$ cat src/rtl/myminimac_pkg.sv
// -----------------------------------------------------------------------------
// myminimac_pkg
//
// Shared definitions for the myminimac Ethernet MAC datapath:
//   - reflected CRC-32 constants and a byte-wide update function
//   - RMII preamble / SFD dibit values
//   - RMII receive state encoding
//   - rx_err_code values reported with rx_eof
// -----------------------------------------------------------------------------
package myminimac_pkg;

  // Reflected (LSB-first) Ethernet CRC-32.
  localparam logic [31:0] CRC32_POLY_REFL = 32'hEDB8_8320;
  localparam logic [31:0] CRC32_INIT      = 32'hFFFF_FFFF;
  // Register value left behind after the FCS itself has been run through
  // the CRC. Seeing it means the frame is intact.
  localparam logic [31:0] CRC32_RESIDUE   = 32'hDEBB_20E3;

  // Dibits as they appear on RXD[1:0]. 0x55 gives 01,01,01,01 and
  // 0xD5 gives 01,01,01,11, so the SFD is detected on its last dibit.
  localparam logic [1:0] RMII_PREAMBLE_DIBIT = 2'b01;
  localparam logic [1:0] RMII_SFD_DIBIT      = 2'b11;

  typedef enum logic [2:0] {
    RX_IDLE     = 3'd0,
    RX_PREAMBLE = 3'd1,
    RX_DATA     = 3'd2,
    RX_DROP     = 3'd3,
    RX_END      = 3'd4
  } rx_state_e;

  // rx_err_code values, listed from lowest to highest priority.
  localparam logic [1:0] RX_ERR_NONE  = 2'd0;
  localparam logic [1:0] RX_ERR_CRC   = 2'd1;
  localparam logic [1:0] RX_ERR_LEN   = 2'd2;
  localparam logic [1:0] RX_ERR_ALIGN = 2'd3;

  // One byte of reflected CRC-32. Bit 0 of the data goes in first, which
  // matches the order the bits travel on the wire.
  function automatic logic [31:0] crc32_d8(input logic [31:0] crc,
                                           input logic [7:0]  data);
    logic [31:0] c;
    c = crc;
    for (int i = 0; i < 8; i++) begin
      if (c[0] ^ data[i]) c = (c >> 1) ^ CRC32_POLY_REFL;
      else                c = c >> 1;
    end
    return c;
  endfunction

endpackage

$ cat src/rtl/myminimac_crc32_d8.sv
// -----------------------------------------------------------------------------
// myminimac_crc32_d8
//
// Combinational, byte-wide update of a reflected CRC-32. The TX path uses
// this same block.
//
// Ports:
//   crc_i   [31:0]  current CRC register
//   data_i  [7:0]   byte to fold in, bit 0 first
//   crc_o   [31:0]  CRC after the byte
// -----------------------------------------------------------------------------
module myminimac_crc32_d8
  import myminimac_pkg::*;
(
  input  logic [31:0] crc_i,
  input  logic [7:0]  data_i,
  output logic [31:0] crc_o
);

  assign crc_o = crc32_d8(crc_i, data_i);

endmodule

$ cat src/rtl/myminimac_rmii_rx.sv
// -----------------------------------------------------------------------------
// myminimac_rmii_rx
//
// RMII receive front end. It strips the preamble and SFD from the RMII dibit
// stream, assembles bytes LSB-dibit first, and checks FCS, length and
// alignment. The output is a byte stream with an SOF marker and an
// end-of-frame status pulse. Everything runs in the 50 MHz RMII clock
// domain.
//
// Ports:
//   phy_rmii_clk          50 MHz RMII reference clock
//   sys_rst               asynchronous, active-high reset
//   phy_rmii_crs          RMII CRS_DV
//   phy_rmii_rx_data[1:0] RMII RXD
//   speed_10              1 = 10 Mb/s (each dibit held 10 clocks), 0 = 100 Mb/s
//   rx_valid              one-cycle byte strobe
//   rx_data[7:0]          received byte (DA first, FCS included); holds
//   rx_sof                qualifies rx_valid on the first byte after the SFD
//   rx_eof                one-cycle end-of-frame pulse, never with rx_valid
//   rx_err                frame bad; valid with rx_eof, holds
//   rx_err_code[1:0]      0 none, 1 CRC, 2 length, 3 alignment; holds
//   rx_len[10:0]          byte count incl. FCS, saturates at MAX_FRAME+1
// -----------------------------------------------------------------------------
module myminimac_rmii_rx
  import myminimac_pkg::*;
#(
  parameter int MAX_FRAME = 1536,
  parameter int MIN_FRAME = 64
) (
  input  logic        phy_rmii_clk,
  input  logic        sys_rst,
  input  logic        phy_rmii_crs,
  input  logic [1:0]  phy_rmii_rx_data,
  input  logic        speed_10,
  output logic        rx_valid,
  output logic [7:0]  rx_data,
  output logic        rx_sof,
  output logic        rx_eof,
  output logic        rx_err,
  output logic [1:0]  rx_err_code,
  output logic [10:0] rx_len
);

  localparam logic [10:0] MAX_LEN  = 11'(MAX_FRAME);
  localparam logic [10:0] MIN_LEN  = 11'(MIN_FRAME);
  localparam logic [3:0]  DIV_LAST = 4'd9;

  // ---------------------------------------------------------------------------
  // State
  // ---------------------------------------------------------------------------
  rx_state_e   state_q,     state_d;
  logic [3:0]  div_q,       div_d;        // 10 Mb/s sample divider
  logic [1:0]  dibit_cnt_q, dibit_cnt_d;  // dibits of the current byte
  logic [5:0]  shift_q,     shift_d;      // first three dibits of the byte
  logic [31:0] crc_q,       crc_d;
  logic [10:0] len_q,       len_d;
  logic        sof_pend_q,  sof_pend_d;   // next byte is the first one
  logic        align_err_q, align_err_d;
  logic        len_err_q,   len_err_d;

  logic        rx_valid_q,    rx_valid_d;
  logic [7:0]  rx_data_q,     rx_data_d;
  logic        rx_sof_q,      rx_sof_d;
  logic        rx_eof_q,      rx_eof_d;
  logic        rx_err_q,      rx_err_d;
  logic [1:0]  rx_err_code_q, rx_err_code_d;
  logic [10:0] rx_len_q,      rx_len_d;

  // ---------------------------------------------------------------------------
  // Datapath helpers
  // ---------------------------------------------------------------------------
  logic        sample_en;
  logic [7:0]  rx_byte;
  logic [31:0] crc_next;
  logic [10:0] len_inc;
  logic [1:0]  end_code;

  // At 100 Mb/s every clock carries a dibit. At 10 Mb/s only divider
  // count 0 does. The divider stays at 0 while idle, so the first CRS_DV
  // high sample lines the divider up with the start of the PHY's dibit.
  assign sample_en = !speed_10 || (div_q == 4'd0);

  // The dibit on the pins now is d3, the newest dibit of the byte.
  assign rx_byte = {phy_rmii_rx_data, shift_q};
  assign len_inc = len_q + 11'd1;

  myminimac_crc32_d8 u_crc32_d8 (
    .crc_i  (crc_q),
    .data_i (rx_byte),
    .crc_o  (crc_next)
  );

  // Status reported at END. Priority is alignment, then length, then CRC.
  always_comb begin
    if (align_err_q)
      end_code = RX_ERR_ALIGN;
    else if (len_err_q || (len_q < MIN_LEN) || (len_q > MAX_LEN))
      end_code = RX_ERR_LEN;
    else if (crc_q != CRC32_RESIDUE)
      end_code = RX_ERR_CRC;
    else
      end_code = RX_ERR_NONE;
  end

  // ---------------------------------------------------------------------------
  // Divider
  // ---------------------------------------------------------------------------
  always_comb begin
    if (!speed_10 || ((state_q == RX_IDLE) && !phy_rmii_crs))
      div_d = 4'd0;
    else if (div_q == DIV_LAST)
      div_d = 4'd0;
    else
      div_d = div_q + 4'd1;
  end

  // ---------------------------------------------------------------------------
  // Next-state / output logic
  // ---------------------------------------------------------------------------
  always_comb begin
    // NOTE: every signal gets a default before the case, so no path
    // through this block leaves one unassigned and no latch is inferred.
    state_d       = state_q;
    dibit_cnt_d   = dibit_cnt_q;
    shift_d       = shift_q;
    crc_d         = crc_q;
    len_d         = len_q;
    sof_pend_d    = sof_pend_q;
    align_err_d   = align_err_q;
    len_err_d     = len_err_q;

    rx_valid_d    = 1'b0;
    rx_sof_d      = 1'b0;
    rx_eof_d      = 1'b0;
    rx_data_d     = rx_data_q;
    rx_err_d      = rx_err_q;
    rx_err_code_d = rx_err_code_q;
    rx_len_d      = rx_len_q;

    unique case (state_q)
      RX_IDLE: begin
        // Hold the per-frame state clean for as long as the line is idle.
        crc_d       = CRC32_INIT;
        len_d       = '0;
        sof_pend_d  = 1'b1;
        align_err_d = 1'b0;
        len_err_d   = 1'b0;
        dibit_cnt_d = '0;
        if (sample_en && phy_rmii_crs && (phy_rmii_rx_data == RMII_PREAMBLE_DIBIT))
          state_d = RX_PREAMBLE;
      end

      RX_PREAMBLE: begin
        if (sample_en) begin
          if (!phy_rmii_crs)
            state_d = RX_IDLE;
          else if (phy_rmii_rx_data == RMII_SFD_DIBIT) begin
            state_d     = RX_DATA;
            dibit_cnt_d = '0;
          end else if (phy_rmii_rx_data != RMII_PREAMBLE_DIBIT)
            state_d = RX_DROP;
        end
      end

      RX_DATA: begin
        if (sample_en) begin
          if (!phy_rmii_crs) begin
            // A carrier drop on a byte boundary is the normal end of a
            // frame. Anywhere else, the frame held a partial byte.
            state_d = RX_END;
            if (dibit_cnt_q != 2'd0)
              align_err_d = 1'b1;
          end else begin
            shift_d     = {phy_rmii_rx_data, shift_q[5:2]};
            dibit_cnt_d = dibit_cnt_q + 2'd1;
            if (dibit_cnt_q == 2'd3) begin
              crc_d = crc_next;
              len_d = len_inc;
              if (len_inc > MAX_LEN) begin
                // The byte counter stops here, so rx_len saturates at
                // MAX_FRAME+1.
                len_err_d = 1'b1;
                state_d   = RX_DROP;
              end else begin
                rx_valid_d = 1'b1;
                rx_data_d  = rx_byte;
                rx_sof_d   = sof_pend_q;
                sof_pend_d = 1'b0;
              end
            end
          end
        end
      end

      RX_DROP: begin
        // An oversize frame still gets reported. A bad preamble does not.
        if (sample_en && !phy_rmii_crs)
          state_d = len_err_q ? RX_END : RX_IDLE;
      end

      RX_END: begin
        rx_eof_d      = 1'b1;
        rx_err_code_d = end_code;
        rx_err_d      = (end_code != RX_ERR_NONE);
        rx_len_d      = len_q;
        crc_d         = CRC32_INIT;
        len_d         = '0;
        sof_pend_d    = 1'b1;
        align_err_d   = 1'b0;
        len_err_d     = 1'b0;
        state_d       = RX_IDLE;
      end

      default: state_d = RX_IDLE;
    endcase
  end

  // ---------------------------------------------------------------------------
  // Registers
  // ---------------------------------------------------------------------------
  always_ff @(posedge phy_rmii_clk or posedge sys_rst) begin
    if (sys_rst) begin
      state_q       <= RX_IDLE;
      div_q         <= '0;
      dibit_cnt_q   <= '0;
      shift_q       <= '0;
      crc_q         <= CRC32_INIT;
      len_q         <= '0;
      sof_pend_q    <= 1'b1;
      align_err_q   <= 1'b0;
      len_err_q     <= 1'b0;
      rx_valid_q    <= 1'b0;
      rx_data_q     <= '0;
      rx_sof_q      <= 1'b0;
      rx_eof_q      <= 1'b0;
      rx_err_q      <= 1'b0;
      rx_err_code_q <= '0;
      rx_len_q      <= '0;
    end else begin
      // NOTE: non-blocking assignments, so every register samples the
      // values from before this edge, whatever order the lines are in.
      state_q       <= state_d;
      div_q         <= div_d;
      dibit_cnt_q   <= dibit_cnt_d;
      shift_q       <= shift_d;
      crc_q         <= crc_d;
      len_q         <= len_d;
      sof_pend_q    <= sof_pend_d;
      align_err_q   <= align_err_d;
      len_err_q     <= len_err_d;
      rx_valid_q    <= rx_valid_d;
      rx_data_q     <= rx_data_d;
      rx_sof_q      <= rx_sof_d;
      rx_eof_q      <= rx_eof_d;
      rx_err_q      <= rx_err_d;
      rx_err_code_q <= rx_err_code_d;
      rx_len_q      <= rx_len_d;
    end
  end

  assign rx_valid    = rx_valid_q;
  assign rx_data     = rx_data_q;
  assign rx_sof      = rx_sof_q;
  assign rx_eof      = rx_eof_q;
  assign rx_err      = rx_err_q;
  assign rx_err_code = rx_err_code_q;
  assign rx_len      = rx_len_q;

endmodule

$ cat config.mk
export PLATFORM = sky130hd
export DESIGN_NAME = myminimac_rmii_rx
export DESIGN_NICKNAME = d
export VERILOG_FILES = /design/src/rtl/myminimac_pkg.sv /design/src/rtl/myminimac_crc32_d8.sv /design/src/rtl/myminimac_rmii_rx.sv
export SDC_FILE = /design/constraint.sdc
export NUM_CORES = 1
export LEC_CHECK = 0
export CELL_PAD_IN_SITES_DETAIL_PLACEMENT = 1
export CELL_PAD_IN_SITES_GLOBAL_PLACEMENT = 2
export CORE_ASPECT_RATIO = 1.2
export CORE_UTILIZATION = 43
export DETAILED_ROUTE_END_ITERATION = 16
export PLACE_DENSITY = 0.85
export REMOVE_ABC_BUFFERS = 1
export SYNTH_ARGS = -nofsm -noshare
export SYNTH_HDL_FRONTEND = slang
export SYNTH_SLANG_ARGS = --single-unit
$ cat constraint.sdc
create_clock -name phy_rmii_clk -period 4.6 [get_ports phy_rmii_clk]
set_clock_uncertainty 0.15 [all_clocks]
set_input_delay 0.92 -clock phy_rmii_clk [delete_from_list [all_inputs] [get_ports phy_rmii_clk]]
set_output_delay 0.92 -clock phy_rmii_clk [all_outputs]
set_load 0.01 [all_outputs]
==> impl_metrics.csv <==
group,metric,value,unit
place,port-buffer-count,30,
min_path,hp-class,"register to register",
synthesis,syn_area,4590,um2
synthesis,synth-edff-count,0,
finish,antennaDiodeCount,0,
place,gp_congestion,0.765,
critical_path,reg2regPathDepth,7,
synthesis,yosysWarnings,0,
synthesis,synth-seq-area-share,47.8,%
finish,multiInputGateArea,2270,um2
min_path,hold_start,"rx_len[4]",
die,core_area,10200,um2
clocking,cts-buffers-inserted,9,
synthesis,synthArstFlopShare,100,%
synthesis,syn_avg_cell_area,10.9,um2
place,dpl.hpwl,7320,um
routing,dr.pass1.iters,4,
sta,drv_slew,0,
sta,fin_crit_sh,68.0,%
sta,grt_setup_unrepaired,"no",
global_routing,grt_busiest_layer,"met2",
critical_path,reg2reg_slack,1.67,ns
power,internal_power,2.06,mW
synthesis,synth_cells,420,
finish,drive_above_1_share,19.6,%
power,powerDensity,616,nW/um2
min_path,worstHoldPathCells,1,
critical_path,crit_type,"input pin to register",
clocking,clock-sinks,86,
global_routing,grt-ovfl-total,0,
finish,final_util,52.1,%
place,placed_area,4990,um2
finish,ff_latch_area,2190,um2
die,die_h,115,um
power,p_leak,2.26,nW
finish,nFillCells,1077,
global_routing,grt_max_degree,65,
clocking,holdBufCountCts,0,
synthesis,ys.flop_type,"dfrtp_1",
power,power.share.clock,24.6,%
sta,worst_slew_pin_slew,1.01,ns
sta,setup_viol,0,
clocking,clk_latency,0.34,ns
power,ir_drop,218,uV
power,p_switching,1.22,mW
global_routing,grt_pass1_wl,17600,um
power,p_sw_share,37.2,%
sta,slew_headroom,32.4,%
routing,drtIter0Drc,113,
finish,nets,455,
routing,via_per_inst,5.57,
sta,fin_tns_setup,0,ns
clocking,post_cts_resized,0,
critical_path,r2r-start,"div_q[0]",
critical_path,end_kind,"register",
critical_path,startpoint_type,"input pin",
critical_path,cp.required,4.68,ns
status,status,"finished, final reports clean",
clocking,cts-root-buf,"clkbuf_16",
finish,design_area,5320,um2
sta,fin_hold_ws,0.356,ns
die,start_util,44.9,%
routing,final_antenna_net_count,0,
global_routing,met3_usage,4.17,%
routing,via_count,3200,
global_routing,met1_usage,26.9,%
clocking,clk_pin_slew,0.06,ns
synthesis,yosysUniqueCellTypes,47,
sta,hold_violations,0,
die,fp-row-count,40,
min_path,hold_path_end,"rx_len[4]",
power,seqPwrFrac,29.8,%
critical_path,startpoint,"phy_rmii_crs",
global_routing,grt_pass1_vias,3354,
finish,syn_to_final_growth,16.0,%
clocking,postCtsSetupBuffers,0,
critical_path,worstReg2RegEnd,"rx_data[1]",
clocking,htree_levels,3,
finish,layout_commonest_cell,"xnor2_1",
routing,route.detailed.drc,0,
die,fp.dieW,96.3,um
die,io_pins,31,
global_routing,grt.total_usage,21.0,%
sta,period_needed,3.13,ns
routing,wl_per_cell,18.2,um
die,die_area,11100,um2
global_routing,antenna_found_initial,0,
run,drv_cap,0,
clocking,cts.path.max_buffers,2,
critical_path,worstPathArrival,3.20,ns
sta,fmax,320,MHz
power,power_frac_comb,45.6,%
global_routing,use_met2,35.0,%
routing,routed_wl,10400,um
clocking,cts_tree,"yes",
finish,layout_common_cells,"xnor2_1 (58), dfrtp_1 (53), nand2_1 (41)",
power,total_power,3.28,mW
critical_path,worstPathMaxFanout,11,
synthesis,ys_ff_latch,86,
[critical path, cell delays in order]
cell and delay, ns:
clkdlybuf4s50_1 0.59, inv_1 0.15, a211oi_1 0.47, and3_1 0.24, and3_1 0.44, mux2_2 0.40
[power groups by stage]
stage	clock (mW)	sequential, mW	combinational [mW]
floorplan	0	0.970	1.15
global placement	0	0.988	1.47
detailed placement	0	0.994	1.51
CTS	0.823	0.981	1.52
global route	0.850	0.996	1.65
finish	0.806	0.978	1.49
[worst max-delay path by stage]
| stage | end | slack, ns | depth (start not counted) |
|---|---|---|---|
| after floorplan | align_err_q | 1.36 | 1 |
| after global placement | rx_data[6] | 1.18 | 6 |
| after detailed placement | rx_data[1] | 1.10 | 6 |
| after CTS | rx_data[1] | 1.45 | 6 |
| after global routing | rx_data[1] | 1.30 | 6 |
| final | rx_data[1] | 1.47 | 6 |
[cells by family after synthesis]
| group | after synthesis | share of synthesized area (%) |
|---|---|---|
| adder cells (fa/ha/maj) | 6 | 1.64 |
| buffers and inverters | 31 | 2.62 |
| XOR/XNOR | 83 | 18.0 |
| AO/OA/AOI/OAI | 65 | 9.69 |
| multiplexers | 27 | 6.60 |
| AND/OR/NAND/NOR | 122 | 13.6 |
| flip-flops | 86 | 47.8 |
[routing by layer]
metal / routed length [um] / vias to the layer above
li1: - / 1508
met1: 4590 / 1632
met2: 5340 / 41
met3: 250 / 19
met4: 242 / 0
met5: 0 / -
[cells in the mapped netlist, drive strengths merged (2+ instances only)]
cell type  instances  area, um2
nor3               7       35.0
a211o              2       17.5
o31ai              2       15.0
and3               4       25.0
xor2              20        213
nor4bb             4       40.0
or2                2       12.5
dfrtp             53       1330
o211ai            31        233
nand4b             2       17.5
nand4              4       25.0
xnor2             61        568
nor2              25       93.8
inv               10       37.5
nand2             41        154
nor2b              2       12.5
nand3              6       30.0
ha                 6       75.1
or3b               2       17.5
or3                2       12.5
clkbuf            20       75.1
and2               3       18.8
xnor3              2       45.0
dfstp             33        867
a21oi             12       60.1
nor4               9       56.3
mux2              26        293
nor3b              2       15.0
a21o               2       15.0
a31oi              5       31.3
o21bai             2       15.0
nor4b              2       17.5
and4b              2       20.0
o21ai              6       30.0
[per-stage QoR]
step / setup slack, ns / std cells
after floorplan: 1.36 / 399
after global placement: 1.18 / 558
after detailed placement: 1.10 / 558
after CTS: 1.45 / 574
after global routing: 1.30 / 574
final: 1.47 / 574
[flip-flops by register name, summed over array words and instances (netlist names)]
| name | count |
|---|---|
| rx_sof | 1 |
| rx_err_code | 2 |
| rx_data | 8 |
| rx_valid | 1 |
| div_q | 4 |
| len_q | 11 |
| sof_pend_q | 1 |
| rx_len | 11 |
| align_err_q | 1 |
| rx_eof | 1 |
| crc_q | 32 |
| rx_err | 1 |
| shift_q | 6 |
| len_err_q | 1 |
| dibit_cnt_q | 2 |
| state_q | 3 |
[final cells by class]
| class | instances | area share (%) |
|---|---|---|
| clock buffers | 11 | 4.75 |
| repair buffers | 33 | 6.07 |
| well taps | 126 | 2.96 |
| flip-flops and latches | 86 | 41.2 |
| multi-input cells | 303 | 42.7 |
| inverters | 10 | 0.729 |
| clock inverters | 5 | 1.53 |
(Power assumes the default switching activity.)
